File: config.mk
export PLATFORM = sky130hd
export DESIGN_NAME = fifo_uart_tx
export DESIGN_NICKNAME = d
export VERILOG_FILES = /design/src/rtl/fifo_uart_tx.sv
export SDC_FILE = /design/constraint.sdc
export NUM_CORES = 1
export LEC_CHECK = 0
export ABC_AREA = 1
export BUFFER_PORTS_ARGS = -buffer_cell sky130_fd_sc_hd__buf_2
export CORE_MARGIN = 2
export CORE_UTILIZATION = 58
export DETAILED_ROUTE_END_ITERATION = 10
export GPL_TIMING_DRIVEN = 0
export MAX_ROUTING_LAYER = met4
export PLACE_DENSITY = 0.89
export SYNTH_ARGS = -nofsm -noshare
export SYNTH_HDL_FRONTEND = slang
export SYNTH_SLANG_ARGS = --single-unit
File: constraint.sdc
create_clock -name clk -period 1.5 [get_ports clk]
set_input_delay 0 -clock clk [delete_from_list [all_inputs] [get_ports clk]]
set_output_delay 0 -clock clk [all_outputs]
set_load 0.05 [all_outputs]
File: src/rtl/fifo_uart_tx.sv
// FIFO-draining UART transmitter: one FIFO read per frame, 8N1 serialisation, frame counter.
// Define FIFO_UART_TX_PARITY_EN to insert an even-parity bit between the data bits and the stop bit.
module fifo_uart_tx #(
    parameter int unsigned CLKS_PER_BIT = 868,
    parameter int unsigned RD_LAT       = 1
) (
    input  logic        clk,
    input  logic        reset,
    input  logic        en,
    input  logic        fifo_empty,
    input  logic [7:0]  fifo_dout,
    output logic        fifo_rden,
    output logic        tx,
    output logic        busy,
    output logic        tx_done,
    output logic [15:0] frame_count
);

    localparam int unsigned CntW = $clog2(CLKS_PER_BIT);

    localparam logic [CntW-1:0] BaudLast = CntW'(CLKS_PER_BIT - 1);
    localparam logic [CntW-1:0] BaudPen  = CntW'(CLKS_PER_BIT - 2);
    localparam logic [1:0]      LatLast  = 2'(RD_LAT - 1);

`ifdef FIFO_UART_TX_PARITY_EN
    typedef enum logic [2:0] {
        StIdle, StReq, StWait, StStart, StData, StParity, StStop
    } state_e;
`else
    typedef enum logic [2:0] {
        StIdle, StReq, StWait, StStart, StData, StStop
    } state_e;
`endif

    state_e          state_q;
    logic [CntW-1:0] baud_q;
    logic [1:0]      lat_q;
    logic [2:0]      bit_q;
    logic [7:0]      data_q;
    logic [2:0]      bit_nxt;
    logic            start_req;

    assign bit_nxt   = bit_q + 3'd1;
    assign start_req = en && !fifo_empty;

    // All outputs are registered; each is loaded on the transition into the cycle it belongs to.
    always_ff @(posedge clk or posedge reset) begin
        if (reset) begin
            state_q     <= StIdle;
            baud_q      <= '0;
            lat_q       <= '0;
            bit_q       <= '0;
            data_q      <= '0;
            tx          <= 1'b1;
            fifo_rden   <= 1'b0;
            busy        <= 1'b0;
            tx_done     <= 1'b0;
            frame_count <= '0;
        end else begin
            fifo_rden <= 1'b0;
            tx_done   <= 1'b0;
            unique case (state_q)
                StIdle: begin
                    tx   <= 1'b1;
                    busy <= 1'b0;
                    if (start_req) begin
                        state_q   <= StReq;
                        fifo_rden <= 1'b1;
                        busy      <= 1'b1;
                    end
                end
                StReq: begin
                    state_q <= StWait;
                    lat_q   <= '0;
                end
                StWait: begin
                    if (lat_q == LatLast) begin
                        data_q  <= fifo_dout;
                        state_q <= StStart;
                        tx      <= 1'b0;
                        baud_q  <= '0;
                    end else begin
                        lat_q <= lat_q + 2'd1;
                    end
                end
                StStart: begin
                    if (baud_q == BaudLast) begin
                        baud_q  <= '0;
                        bit_q   <= '0;
                        state_q <= StData;
                        tx      <= data_q[0];
                    end else begin
                        baud_q <= baud_q + 1'b1;
                    end
                end
                StData: begin
                    if (baud_q == BaudLast) begin
                        baud_q <= '0;
                        if (bit_q == 3'd7) begin
`ifdef FIFO_UART_TX_PARITY_EN
                            state_q <= StParity;
                            tx      <= ^data_q;
`else
                            state_q <= StStop;
                            tx      <= 1'b1;
`endif
                        end else begin
                            bit_q <= bit_nxt;
                            tx    <= data_q[bit_nxt];
                        end
                    end else begin
                        baud_q <= baud_q + 1'b1;
                    end
                end
`ifdef FIFO_UART_TX_PARITY_EN
                StParity: begin
                    if (baud_q == BaudLast) begin
                        baud_q  <= '0;
                        state_q <= StStop;
                        tx      <= 1'b1;
                    end else begin
                        baud_q <= baud_q + 1'b1;
                    end
                end
`endif
                StStop: begin
                    // Raise tx_done so it lands in the final stop cycle.
                    if (baud_q == BaudPen) begin
                        tx_done     <= 1'b1;
                        frame_count <= frame_count + 16'd1;
                    end
                    if (baud_q == BaudLast) begin
                        baud_q <= '0;
                        if (start_req) begin
                            state_q   <= StReq;
                            fifo_rden <= 1'b1;
                        end else begin
                            state_q <= StIdle;
                            busy    <= 1'b0;
                        end
                    end else begin
                        baud_q <= baud_q + 1'b1;
                    end
                end
                default: begin
                    state_q <= StIdle;
                    tx      <= 1'b1;
                    busy    <= 1'b0;
                end
            endcase
        end
    end

endmodule

; ---- Word-level counts from Yosys, hierarchy flattened
; Index checks and enable logic that the tools add are counted.
[classes]
add_sub_neg = 4
magnitude_cmp = 1
eq_ne = 17
mux = 32
bitwise = 2
n_reduce_logical = 18
[ops]
columns = op, count
row1 = $mux 3, 9
row2 = $eq 10x10->1 const B, 2
row3 = $mux 10, 2
row4 = $pmux 10 s2, 1
row5 = $ne 2x2->1 const B, 9
row6 = $pmux 3 s6, 1
row7 = $add 16x1->16 const B, 1
row8 = $mux 1, 12
row9 = $add 10x1->10 const B, 1
row10 = $eq 3x3->1 const B, 3
row11 = $reduce_and 2->1, 4
row12 = $reduce_and 4->1, 2
row13 = $eq 3x2->1 const B, 2
row14 = $pmux 3 s2, 1
row15 = $reduce_and 6->1, 1
row16 = $reduce_bool 2->1, 3
row17 = $lt 3x4->1 const B, 1
row18 = $pmux 1 s4, 1
row19 = $pmux 2 s2, 1
row20 = $reduce_or 4->1, 1
row21 = $add 3x1->3 const B, 1
row22 = $bmux 1 s3, 1
row23 = $eq 3x1->1 const B, 1
row24 = $logic_not 3->1, 1
row25 = other kinds (11), 12
[totals]
register_bits = 46

; ---- Longest topological paths before layout
[logic_depth]
word_depth = 6
depth_mapped = 9

; ---- Worst setup path before layout
; OpenSTA, ideal clock, no wires.
[synth_timing]
path_type = flip-flop to flip-flop
startpoint = register frame_count[0]
endpoint = register frame_count[10]
setup_ns = 0.082
t_arrival_ns = 1.576
setup_slack_ns = -0.158
path_stages_with_launch = 9
n_path_buf = 0
cell_sequence = dfrtp_1 > ha_1 > inv_1 > nor2_1 > nand2_1 > inv_1 > nand2_1 > nor2_1 > xor2_1
[synth_between]
elab_chain_cells = 1
[synth_lines]
columns = item, line
row1 = "start, declared", 16  ; output logic [15:0] frame_count
row2 = "start signal, assigned", 130  ; frame_count <= frame_count + 16'd1;
row3 = $add 16x1->16, 130
; No other way between the ends.
; A chain may end at the register's enable or synchronous reset.

; ---- Final worst setup path
[layout_timing]
startpoint = register baud_q[0]
endpoint = register state_q[2]
[layout_between]
elab_chain_cells = 3
elab_cells_between_ends = 5
cone_classes = 4 x eq/ne / 1 x reduce/logical
[layout_lines]
columns = item, line
row1 = "start, declared", 36  ; logic [CntW-1:0] baud_q;
row2 = "start signal, assigned", 93  ; baud_q <= baud_q + 1'b1;
row3 = "start signal, assigned", 112  ; baud_q <= baud_q + 1'b1;
row4 = "start signal, assigned", 142  ; baud_q <= baud_q + 1'b1;
row5 = $eq 10x10->1 *, "87, 97, 132"
row6 = $ne 2x2->1 (no source line), -
row7 = $reduce_and 6->1 (no source line) *, -
row8 = "end signal, assigned", 90  ; state_q <= StData;
row9 = "end signal, assigned", 135  ; state_q <= StReq;
row10 = "end signal, assigned", 138  ; state_q <= StIdle;
row11 = "end, declared", 35  ; state_e state_q;
; Every way passes the cells marked *; elsewhere a longest branch is shown, timed or not.

==> results.ini <==
[detailed_routing]
vias = 2479
final_antenna_net_count = 0
routed_wl_mm = 6.294
drc_errors = 0
drtIter0Drc = 212
first_pass_iters = 4
viasPerCell = 5.509
wire_per_inst_um = 13.99

[floorplanning]
rows = 24
start_util_pct = 59.92
dieArea_um2 = 5018
die_w_um = 70.84
core-area_um2 = 4324
ios = 32
die_h_um = 70.84

[synth]
yosysTopAreaCell = dfrtp_1
ys_seq_area_share_pct = 44.47
synthDistinctLibCells = 31
ys_ff_latch = 46
synth.area.top_cells = dfrtp_1 (43%), nand2_1 (12%), inv_1 (5.6%), nor2_1 (5.4%), nand3_1 (5.0%)
syn_inst = 324
synth_area_per_cell_um2 = 7.998
yosys_warnings = 0
synth_fp_nets = 342
synth_top_area_share_pct = 43.46
netlist_area_um2 = 2591

[worst_hold_path]
min_to = busy
hold_depth = 5
hp-class = input pin to register
min-delay-start = en

[layout]
area_delta_synth_final_pct = 28.30
multi_input_area_um2 = 1378
num_antenna_cells = 0
finalInstanceArea_um2 = 3324
fin_nets = 415
drive_above_1_share_pct = 32.41
final_util_pct = 76.88
fill_cells = 284
register_area_um2 = 1166

[placement]
place_congestion = 0.9119
place_hpwl_mm = 3.910
placement.io_buffers = 31
placed_area_um2 = 2835

[clocking]
cts_tree = yes
htree_levels = 2
clk_pin_slew_ps = 80
clk_latency_ps = 300
cts.path.max_buffers = 2
cts_buffers = 5
cts_root_buf = clkbuf_8
clock_sinks = 46

[timing]
drv_slew = 0
whs_ps = 62.65
final-hold-violation-count = 0
slew_headroom_pct = 76.17
finalSetupViolCount = 0
worst_pin_slew_ps = 356.9
fin_skew_ps = 10.12
period_needed_ps = 1453
fmax_ghz = 0.6881
post-route-period-util_pct = 96.89

[power]
irDropWorstVdd_v = 0.0006442
cellPowerDensity_nw_per_um2 = 624.1
p_leak_uw = 0.001668

[worst_setup_path]
cp.required_ps = 1680
worstPathMaxFanout = 8
rr_worst_depth = 8
timing.rr.end = state_q[2]
reg2reg_slack_ps = 50
crit-reg2reg-launch = baud_q[0]
arrival_ps = 1630
crit_type = register to register
startpoint_type = register
endpoint_kind = register

[run_status]
status = completed

[grt]
grt_max_degree = 32
antenna_found_initial = 0
grt_pass1_vias = 2304
grt_pass1_wl_mm = 9.549
grt_overflow = 0
track_usage_pct = 24.12

[flow_run]
drv_cap = 0

[placed cells by master, fill, tap and decap left out, types with 4 or more instances in the layout]
cell	count
a21oi_1	6
buf_2	31
buf_4	23
clkbuf_8	5
dfrtp_1	34
dfrtp_2	11
dlygate4sd3_1	10
inv_1	33
inv_2	9
mux2_2	7
nand2_1	82
nand2_2	5
nand2_4	5
nand3_1	25
nand4_1	6
nor2_1	33
nor2_2	4
nor2_4	5
o21ai_0	14
o21ai_1	5
o21ai_2	7
xnor2_1	4
xor2_1	6
[worst max-delay path: stages (launching register included)]
cell,delay [ps]
dfrtp_2,420
ha_4,180
nand3_4,90
nor2_4,140
nand2_4,110
nand2_4,140
nand4_4,110
nand2_1,80
o21ai_0,80
[worst max-delay path by stage]
| stage | from | to | slack, ps | cells after the start |
|---|---|---|---|---|
| finish | baud_q[0] | state_q[2] | 50 | 8 |
| global route | frame_count[5] | frame_count[9] | -60 | 5 |
| CTS | baud_q[0] | frame_count[6] | 0.09 | 9 |
| detailed placement | baud_q[0] | state_q[0] | -130 | 7 |
| global placement | reset | frame_count[0] | -290 | 2 |
| floorplan | frame_count[7] | frame_count[11] | 3 | 9 |
[metrics by stage]
stage / total power [uW] / setup TNS (ps) / cells / worst slack (ps)
after CTS: 2079 / 0 / 428 / 0.09426
final: 2075 / 0 / 450 / 46.70
after global routing: 2142 / -240.0 / 450 / -56.17
after detailed placement: 1345 / -496.7 / 408 / -127.4
after global placement: 1335 / -7393 / 407 / -289.7
after floorplan: 1313 / 0 / 324 / 2.528
[timing repair]
item,CTS,global route
pin swaps,2,17
cloned,0,1
hold buffers,10,0
setup buffers,2,21
setup endpoints to repair,16,35
gates resized for setup,11,30
hold endpoints to repair,26,0
[cell families (layout without fill, tap and decap cells)]
group                    Yosys count  count (layout)  share of synthesized area, %
AO/OA/AOI/OAI                     39              39                         9.078
XOR/XNOR                          10              10                         3.380
adder cells (fa/ha/maj)            6               6                         2.897
buffers and inverters             45             118                         7.050
flip-flops                        46              46                         44.47
multiplexers                       7               7                         3.042
AND/OR/NAND/NOR                  171             172                         30.08
[synthesized netlist by cell type, drive strengths merged]
| cell type | count |
|---|---|
| clkinv | 2 |
| o22ai | 2 |
| ha | 6 |
| a21oi | 9 |
| nor2 | 42 |
| dfrtp | 45 |
| o21ai | 26 |
| nand4 | 7 |
| buf | 1 |
| dfstp | 1 |
| inv | 42 |
| nand2 | 91 |
| nand3 | 28 |
| a31oi | 1 |
| nand3b | 1 |
| xnor2 | 4 |
| nor3 | 2 |
| mux2 | 7 |
| xor2 | 6 |
| o21a | 1 |
[report_power, final]
group | internal (uW) | switching [uW]
combinational | 43.3 | 42.3
sequential | 1250 | 5.76
clock | 332 | 402
total | 1620 | 450
[cell type report]
type	instances	area share (%)
multi-input combinational	234	41.44
inverter	44	5.194
tap	52	1.957
timing repair buffer	65	13.47
clock buffer	8	2.409
buffer	1	0.4516
sequential	46	35.08
[sequential cells by signal, summed over array words and instances, names as in the netlist]
| name | cells |
|---|---|
| state_q | 3 |
| data_q | 8 |
| tx | 1 |
| bit_q | 3 |
| fifo_rden | 1 |
| busy | 1 |
| frame_count | 16 |
| tx_done | 1 |
| baud_q | 10 |
| lat_q | 2 |
[metal layers]
metal	global-route usage [%]	share of wire, %	vias to the layer above
met5	-	0	-
met4	5.660	1.9	0
met3	5.556	5.0	14
met2	42.58	53	99
met1	27.92	40	1172
li1	-	-	1194
Note: power is estimated with default switching activity, not from simulation.
